`config.mk`:
```
export PLATFORM = sky130hd
export DESIGN_NAME = mem_req_initiator
export DESIGN_NICKNAME = d
export VERILOG_FILES = /design/src/rtl/mem_req_pkg.sv /design/src/rtl/mem_req_timer.sv /design/src/rtl/mem_req_initiator.sv
export SDC_FILE = /design/constraint.sdc
export NUM_CORES = 1
export LEC_CHECK = 0
export ABC_AREA = 1
export ABC_CLOCK_PERIOD_IN_PS = 2800
export CAP_MARGIN = 40
export CORE_MARGIN = 2
export CORE_UTILIZATION = 56
export DETAILED_ROUTE_END_ITERATION = 6
export DONT_BUFFER_PORTS = 1
export PLACE_DENSITY_LB_ADDON = 0.15
export SYNTH_ARGS = -nofsm -noshare
export SYNTH_HDL_FRONTEND = slang
export SYNTH_HIERARCHICAL = 1
export SYNTH_SLANG_ARGS = --single-unit
```
`constraint.sdc`:
```
create_clock -name clk -period 2.8 [get_ports clk]
set_input_delay 0.84 -clock clk [delete_from_list [all_inputs] [get_ports clk]]
set_output_delay 0.84 -clock clk [all_outputs]
set_load 0.02 [all_outputs]
```
`src/rtl/mem_req_pkg.sv`:
```
// Shared types and constants for the memory request initiator.
// - mem_req_state_t : initiator FSM states
// - mem_cmd_t       : latched command (rnw, addr, wdata)
// - TO_CNT_W        : width of the saturating timeout counter
// - timer_width()   : counter width able to hold 0..n-1 (at least 1 bit)
package mem_req_pkg;

  localparam int TO_CNT_W   = 8;
  localparam int CMD_ADDR_W = 4;
  localparam int CMD_DATA_W = 32;

  typedef enum logic [1:0] {IDLE, REQ, RSP, GAP} mem_req_state_t;

  typedef struct packed {
    logic                  rnw;
    logic [CMD_ADDR_W-1:0] addr;
    logic [CMD_DATA_W-1:0] wdata;
  } mem_cmd_t;

  // A counter that must reach n-1 needs $clog2(n) bits; never less than one.
  function automatic int timer_width(input int n);
    return (n <= 2) ? 1 : $clog2(n);
  endfunction

endpackage

```
`src/rtl/mem_req_timer.sv`:
```
// Clear/enable up-counter with a terminal-count flag.
// Ports:
// - clk, reset : clock, asynchronous active-high reset
// - clr_i      : synchronous clear (wins over enable)
// - en_i       : count up by one
// - tc_o       : high while the count equals TERMINAL
module mem_req_timer #(
  parameter int WIDTH    = 1,
  parameter int TERMINAL = 0
) (
  input  logic clk,
  input  logic reset,
  input  logic clr_i,
  input  logic en_i,
  output logic tc_o
);

  logic [WIDTH-1:0] cnt_q;
  logic [WIDTH-1:0] cnt_d;

  // Next count: clear has priority so the owner can restart on state entry.
  always_comb begin
    cnt_d = cnt_q;
    if (clr_i) begin
      cnt_d = '0;
    end else if (en_i) begin
      cnt_d = cnt_q + 1'b1;
    end
  end

  // Count register.
  always_ff @(posedge clk or posedge reset) begin
    if (reset) begin
      cnt_q <= '0;
    end else begin
      cnt_q <= cnt_d;
    end
  end

  assign tc_o = (cnt_q == WIDTH'(TERMINAL));

endmodule

```
`src/rtl/mem_req_initiator.sv`:
```
// Requester for the req/ready memory interface.
// Takes one command at a time on the cmd valid/ready channel, holds a level
// request to the memory until it answers ready or TIMEOUT cycles pass, then
// returns exactly one response (read data or timeout error) on the rsp channel.
// A GAP_CYCLES low period after each response lets the memory see a fresh
// rising edge of req before the next request.
// Ports:
// - clk, reset                    : clock, asynchronous active-high reset
// - cmd_valid_i/cmd_ready_o       : command handshake; cmd_rnw_i/addr/wdata payload
// - req_o, req_rnw_o/addr/wdata   : memory request, held stable while req_o is high
// - mem_ready_i, mem_rdata_i      : memory completion and read data
// - rsp_valid_o/rsp_ready_i       : response handshake; rsp_rnw/rdata/err payload
// - to_cnt_o                      : saturating count of timeouts
// The command latch uses mem_cmd_t, so ADDR_W/DATA_W must stay at the package widths.
module mem_req_initiator
  import mem_req_pkg::*;
#(
  parameter int ADDR_W     = CMD_ADDR_W,
  parameter int DATA_W     = CMD_DATA_W,
  parameter int TIMEOUT    = 64,
  parameter int GAP_CYCLES = 1
) (
  input  logic                clk,
  input  logic                reset,
  input  logic                cmd_valid_i,
  output logic                cmd_ready_o,
  input  logic                cmd_rnw_i,
  input  logic [ADDR_W-1:0]   cmd_addr_i,
  input  logic [DATA_W-1:0]   cmd_wdata_i,
  output logic                req_o,
  output logic                req_rnw_o,
  output logic [ADDR_W-1:0]   req_addr_o,
  output logic [DATA_W-1:0]   req_wdata_o,
  input  logic                mem_ready_i,
  input  logic [DATA_W-1:0]   mem_rdata_i,
  output logic                rsp_valid_o,
  input  logic                rsp_ready_i,
  output logic                rsp_rnw_o,
  output logic [DATA_W-1:0]   rsp_rdata_o,
  output logic                rsp_err_o,
  output logic [TO_CNT_W-1:0] to_cnt_o
);

  mem_req_state_t      state_q, state_d;
  mem_cmd_t            cmd_q, cmd_d;
  logic                rsp_rnw_q, rsp_rnw_d;
  logic [DATA_W-1:0]   rsp_rdata_q, rsp_rdata_d;
  logic                rsp_err_q, rsp_err_d;
  logic [TO_CNT_W-1:0] to_cnt_q, to_cnt_d;
  logic                to_expired;
  logic                gap_done;

  // Request timer: zero on the first REQ cycle, so reaching TIMEOUT-1 means
  // req_o has been high for exactly TIMEOUT cycles.
  mem_req_timer #(
    .WIDTH    (timer_width(TIMEOUT)),
    .TERMINAL (TIMEOUT - 1)
  ) u_to_timer (
    .clk   (clk),
    .reset (reset),
    .clr_i (state_q != REQ),
    .en_i  (state_q == REQ),
    .tc_o  (to_expired)
  );

  // Gap timer: GAP is left after GAP_CYCLES cycles; unused when GAP_CYCLES is 0.
  mem_req_timer #(
    .WIDTH    (timer_width(GAP_CYCLES)),
    .TERMINAL ((GAP_CYCLES > 0) ? GAP_CYCLES - 1 : 0)
  ) u_gap_timer (
    .clk   (clk),
    .reset (reset),
    .clr_i (state_q != GAP),
    .en_i  (state_q == GAP),
    .tc_o  (gap_done)
  );

  // Next-state, command latch and response capture. Ready beats a same-cycle
  // timeout because it is tested first.
  always_comb begin
    state_d     = state_q;
    cmd_d       = cmd_q;
    rsp_rnw_d   = rsp_rnw_q;
    rsp_rdata_d = rsp_rdata_q;
    rsp_err_d   = rsp_err_q;
    to_cnt_d    = to_cnt_q;
    case (state_q)
      IDLE: begin
        if (cmd_valid_i) begin
          cmd_d.rnw   = cmd_rnw_i;
          cmd_d.addr  = cmd_addr_i;
          cmd_d.wdata = cmd_wdata_i;
          state_d     = REQ;
        end
      end
      REQ: begin
        if (mem_ready_i) begin
          rsp_rnw_d   = cmd_q.rnw;
          rsp_rdata_d = cmd_q.rnw ? mem_rdata_i : '0;
          rsp_err_d   = 1'b0;
          state_d     = RSP;
        end else if (to_expired) begin
          rsp_rnw_d   = cmd_q.rnw;
          rsp_rdata_d = '0;
          rsp_err_d   = 1'b1;
          if (to_cnt_q != '1) begin
            to_cnt_d = to_cnt_q + 1'b1;
          end
          state_d     = RSP;
        end
      end
      RSP: begin
        if (rsp_ready_i) begin
          state_d = (GAP_CYCLES > 0) ? GAP : IDLE;
        end
      end
      GAP: begin
        if (gap_done) begin
          state_d = IDLE;
        end
      end
      default: state_d = IDLE;
    endcase
  end

  // State and data registers; reset abandons any transaction in flight.
  always_ff @(posedge clk or posedge reset) begin
    if (reset) begin
      state_q     <= IDLE;
      cmd_q       <= '0;
      rsp_rnw_q   <= 1'b0;
      rsp_rdata_q <= '0;
      rsp_err_q   <= 1'b0;
      to_cnt_q    <= '0;
    end else begin
      state_q     <= state_d;
      cmd_q       <= cmd_d;
      rsp_rnw_q   <= rsp_rnw_d;
      rsp_rdata_q <= rsp_rdata_d;
      rsp_err_q   <= rsp_err_d;
      to_cnt_q    <= to_cnt_d;
    end
  end

  assign cmd_ready_o = (state_q == IDLE);
  assign req_o       = (state_q == REQ);
  assign req_rnw_o   = cmd_q.rnw;
  assign req_addr_o  = cmd_q.addr;
  assign req_wdata_o = cmd_q.wdata;
  assign rsp_valid_o = (state_q == RSP);
  assign rsp_rnw_o   = rsp_rnw_q;
  assign rsp_rdata_o = rsp_rdata_q;
  assign rsp_err_o   = rsp_err_q;
  assign to_cnt_o    = to_cnt_q;

endmodule

```
After elaboration in Yosys (flattened, before gate mapping)

Cells that the tools add are included.

$add $sub $neg: 3
Eq/ne operators: 11
Mux-type cells: 17
Bitwise logic cells: 1
Reductions and logical operators: 8

Operators by type and width:

| kind                | number |
|---|---|
| $mux 32             | 3 |
| $mux 6              | 2 |
| $mux 2              | 5 |
| $add 8x1->8 const B | 1 |
| $ne 8x8->1 const B  | 1 |
| $pmux 2 s4          | 1 |
| $reduce_and 4->1    | 2 |
| $add 6x1->6 const B | 1 |
| $eq 6x6->1 const B  | 1 |
| $mux 1              | 6 |
| $ne 2x2->1 const B  | 3 |
| $reduce_bool 2->1   | 3 |
| $eq 2x2->1 const B  | 2 |
| $ne 2x1->1 const B  | 2 |
| $reduce_and 2->1    | 2 |
| $ne 3x1->1 const B  | 1 |
| $eq 2x1->1 const B  | 1 |
| $logic_not 2->1     | 1 |
| $add 1x1->1 const B | 1 |
| $not 1->1           | 1 |

Register bits: 88
Input port bits: 74
Output and inout port bits: 82
Word-level logic and storage cells: 50

Depth between registers and ports, before layout

Word-level depth: 4
Mapped depth: 9
Mapped depth without buffers: 8

Modules after synthesis

Netlist, hierarchy kept.

By module, submodules not included:

| module                      | instances | cells each | area each (um^2) |
|---|---|---|---|
| mem_req_initiator           | 1         | 327        | 3472.1 |
| mem_req_timer (u_to_timer)  | 1         | 39         | 320.3 |
| mem_req_timer (u_gap_timer) | 1         | 8          | 51.3 |

Worst setup path after synthesis

No wires, ideal clock.

Kind: flip-flop to output port
Start point: register state_q[1]
End point: output port req_o
Arrival time: 908 ps
Required time: 1960 ps
Setup slack: 1052 ps
Cell stages (with the launch flop): 3
Buffers on the path: 0
Path through: dfrtp_1 inv_1 ha_1

Word-level cells in the longest chain between the ends: 1

RTL lines:

| item                   | RTL line                 | RTL |
|---|---|---|
| start, declared        | mem_req_initiator.sv:44  | `mem_req_state_t state_q, state_d;` |
| start signal, assigned | mem_req_initiator.sv:136 | `state_q <= state_d;` |
| $eq 2x1->1             | mem_req_initiator.sv:146 | `assign req_o = (state_q == REQ);` |
| end, declared          | mem_req_initiator.sv:30  | `output logic req_o,` |

No other way between the ends.

Final worst setup path

Ends and elaborated chain as after synthesis.

==> summary.md <==
| Metric | Value |
|---|---|
| Outcome | finished clean |
| Nets | 457 |
| Mapped Nets | approximately 450 |
| Die area | about 7500 um^2 |
| Largest net degree at the start of global routing | 38 |
| Crit path time final | 2240 ps |
| Switching pwr | 2.14 mW |
| TNS Setup | 0 ps |
| Post-DP Area | 3880 um^2 |
| Avg Vias per Cell | 5.48 |
| CP Capture Type | primary output |
| Top_reg_cell synth | dfrtp_1 |
| Clock sinks | 88 |
| I/O pins | 156 |
| Root buf cell | clkbuf_8 |
| Routability cong. | 0.789 |
| Register share of total power | 58.3% |
| Synth Area in Adders | 1.95% |
| Crit path buf inv count | 1 |
| DRT antenna net count | 0 |
| Crit path depth | 2 |
| Number of buffers created by CTS | 9 |
| Antenna violations before repair | 0 |
| Filler cell count | 580 |
| Detailed-route wire length | 7740 um |
| Combinational Power Share | 23.2% |
| GRT overflow | 0 |
| Initial Util | 57.2% |
| DPL Wire Length | 5550 um |
| Peak Freq | 447 MHz |
| Fin crit share | roughly four fifths |
| Placed cell count | 446 |
| CP Class | reg2out |
| CP Launch Type | register |
| Post-CTS Setup Repair Bufs | 0 |
| Row Count | 30 |
| HP Class | in2async |
| # setup viols final | 0 |
| Seq cells post-synth | slightly below 90 |
| Worst Tran Pin Value | ~580 ps |
| Ys Warns | 6 |
| Final-report hold violation count | 0 |
| R2R cell count | 7 |
| PortBufs | 0 |
| Antenna Cells | 0 |
| Total track usage | 20.3% |
| Synth async-reset ratio | 100% |
| Number of H-tree levels | 3 |
| DIE HEIGHT | 86.8 um |
| Mapped Area | 3840 um^2 |
| Pre-antenna DRT Iters | 4 |
| Cell area after layout | 4080 um^2 |
| Post_cts resized | 0 |
| First-pass GRT wire length | 12,000 um |
| CTS max path bufs | 2 |
| Max_cap viols | 0 |
| CP Cell Sequence | inv_1 > ha_1 |
| Mapped Cells | around 370 |
| Core area | between 6000 and 7000 um^2 |
| CP Max Fanout | 9 |
| Post-synth cell types | 29 |
| XOR/XNOR Fraction of Synth Area | 0.911% |
| Max Slew Vio Count | 0 |
| Layout area overhead | 6.22% |
| Die X | between 80 and 90 um |
| Data arrival, critical path | 1400 ps |
| Drt drc | 0 |
| Compound-cell area share of the yosys netlist | 1.46% |
| Net Sw Frac | 43.9% |
| Data required, critical path | 1960 ps |
| LEAKAGE | 1.98 nW |
| Post-Synth Simple-Gate Area | 22.4% |
| Syn avg cell area | 10.3 um^2 |
| Share of layout cells above drive strength 1 | 20.9% |
| Slowest stage cell, crit path | ha_1 |
| Multiplexer share of the synthesized area | between 10% and 20% |
| Clock Latency Late Sink | between 300 and 400 ps |
| TritonCTS clock tree | done |
| Worst-path clk slew | roughly 90 ps |
| Vias | 2,530 |
| Fin Hold WS | around 210 ps |
| Post-synthesis sequential area ratio | between 50% and 60% |
| CP peak stage delay | 520 ps |
| Largest family of logic cells by synthesized area | simple AND/OR/NAND/NOR gates |
| DRT iter0 DRCs | 85 |
| Final Skew | 18.1 ps |
| Slew margin rel. | 61.4% |
| Worst Slack Setup Final | ~560 ps |
| Vias in the first global route | 2,389 |
| Internal power | 2.73 mW |
| Clock share of power | 18.4% |
| Non-filler cells, final | 462 |
| # hold bufs at CTS | 0 |
| DR WL/cell | 16.8 um |
| Post-synth EDFFs | 0 |
| CP top delay family | adder cells |
| Pre-CTS WS | 761 ps |
| Pwr Density | 1190 nW/um^2 |
| Worst IR Drop VDD | 0.663 mV |
| RSZ-0062 raised after global routing | no |
[kinds of logic (layout without fill, tap and decap cells)]
| group | count (synthesis) | in the layout |
|---|---|---|
| AOI/OAI and AO/OA | 9 | 9 |
| xor gates and xnor gates | 4 | 4 |
| adders and majority gates | 6 | 6 |
| buffers and inverters | 37 | 45 |
| DFF | 88 | 88 |
| muxes | 37 | 37 |
| and+or+nand+nor | 193 | 193 |
[synthesized netlist by cell type, types with 5 or more instances]
| library cell | number | area, um^2 |
|---|---|---|
| mux2_2 | 33 | 372 |
| nand2_2 | 11 | 68.8 |
| nor2_2 | 5 | 31.3 |
| inv_1 | 19 | 71.3 |
| ha_1 | 6 | 75.1 |
| nand2_1 | 108 | 405 |
| buf_6 | 5 | 56.3 |
| dfrtp_1 | 88 | 2200 |
| nor2_1 | 17 | 63.8 |
| nand4_1 | 6 | 37.5 |
| nand3_1 | 40 | 200 |
| buf_2 | 6 | 30.0 |
[power by group through the flow]
stage / registers, mW / logic [mW] / clock network, mW
finish: 2.84 / 1.13 / 0.896
detailed placement: 2.87 / 1.14 / 0
global route: 2.91 / 1.28 / 0.975
CTS: 2.85 / 1.15 / 0.919
floorplan: 2.73 / 1.03 / 0
global placement: 2.86 / 1.10 / 0
[layout make-up]
class | count | area, um^2 | area share (%)
timing repair buffer | 5 | 37.5 | 0.919
clock inverter | 6 | 75.1 | 1.84
tap | 80 | 100 | 2.45
clock buffer | 10 | 128 | 3.13
sequential | 88 | 2200 | 53.9
inverter | 24 | 96.3 | 2.36
multi-input combinational | 249 | 1440 | 35.4
[worst reg2reg max path: cells and delay by family (launching register included)]
family / cells / cell delay (ps)
buffers and inverters: 2 / 300
and+or+nand+nor: 3 / 630
adders and majority gates: 1 / 520
AOI/OAI and AO/OA: 1 / 70
DFF: 1 / 430
[worst paths after layout]
| check | from | endpoint | slack (ps) |
|---|---|---|---|
| worst max-delay path | state_q[1]$_DFFE_PP0P_ | req_o | 560 |
| worst min-delay path | reset | u_gap_timer/cnt_q$_DFFE_PP0P_ | 210 |
| worst max register to register | state_q[1]$_DFFE_PP0P_ | to_cnt_o[2]$_DFFE_PP0P_ | 740 |
| worst min register to register | u_gap_timer/cnt_q$_DFFE_PP0P_ | u_gap_timer/cnt_q$_DFFE_PP0P_ | 550 |
| max in group asynchronous | reset | req_addr_o[0]$_DFFE_PP0P_ | 1820 |
| min in group clk | u_gap_timer/cnt_q$_DFFE_PP0P_ | u_gap_timer/cnt_q$_DFFE_PP0P_ | 550 |
[routing by layer]
metal  GRT usage [%]  part of all wire [%]  wire [um]  vias up
met2            30.1                    47       3610       97
met1            27.5                    43       3300     1214
met3            7.43                    10        783        4
met4            7.24                  0.71         55        0
met5               0                     0          0        -
li1                -                     -          -     1215
[stage by stage]
step | power [mW] | util (%)
6_report | 4.86 | 60.8
5_1_grt | 5.16 | 60.8
4_1_cts | 4.91 | 60.8
3_5_place_dp | 4.02 | 57.7
3_3_place_gp | 3.97 | 57.7
2_1_floorplan | 3.77 | -
[layout by cell type (no fill, tap or decap), types with 4 or more instances in the layout]
cell,instances
buf_4,5
clkbuf_8,9
dfrtp_1,88
ha_1,6
inv_1,18
inv_2,4
mux2_1,4
mux2_2,33
nand2_1,108
nand2_2,11
nand3_1,40
nand4_1,6
nor2_1,17
nor2_2,5
[flip-flops by register name, summed over array words and instances (netlist names), 2 cells and up]
register and flops:
req_wdata_o 32, state_q 2, rsp_rdata_o 32, u_to_timer/cnt_q 6
req_addr_o 4, to_cnt_o 8
No activity file was read; power rests on OpenSTA's default activity.
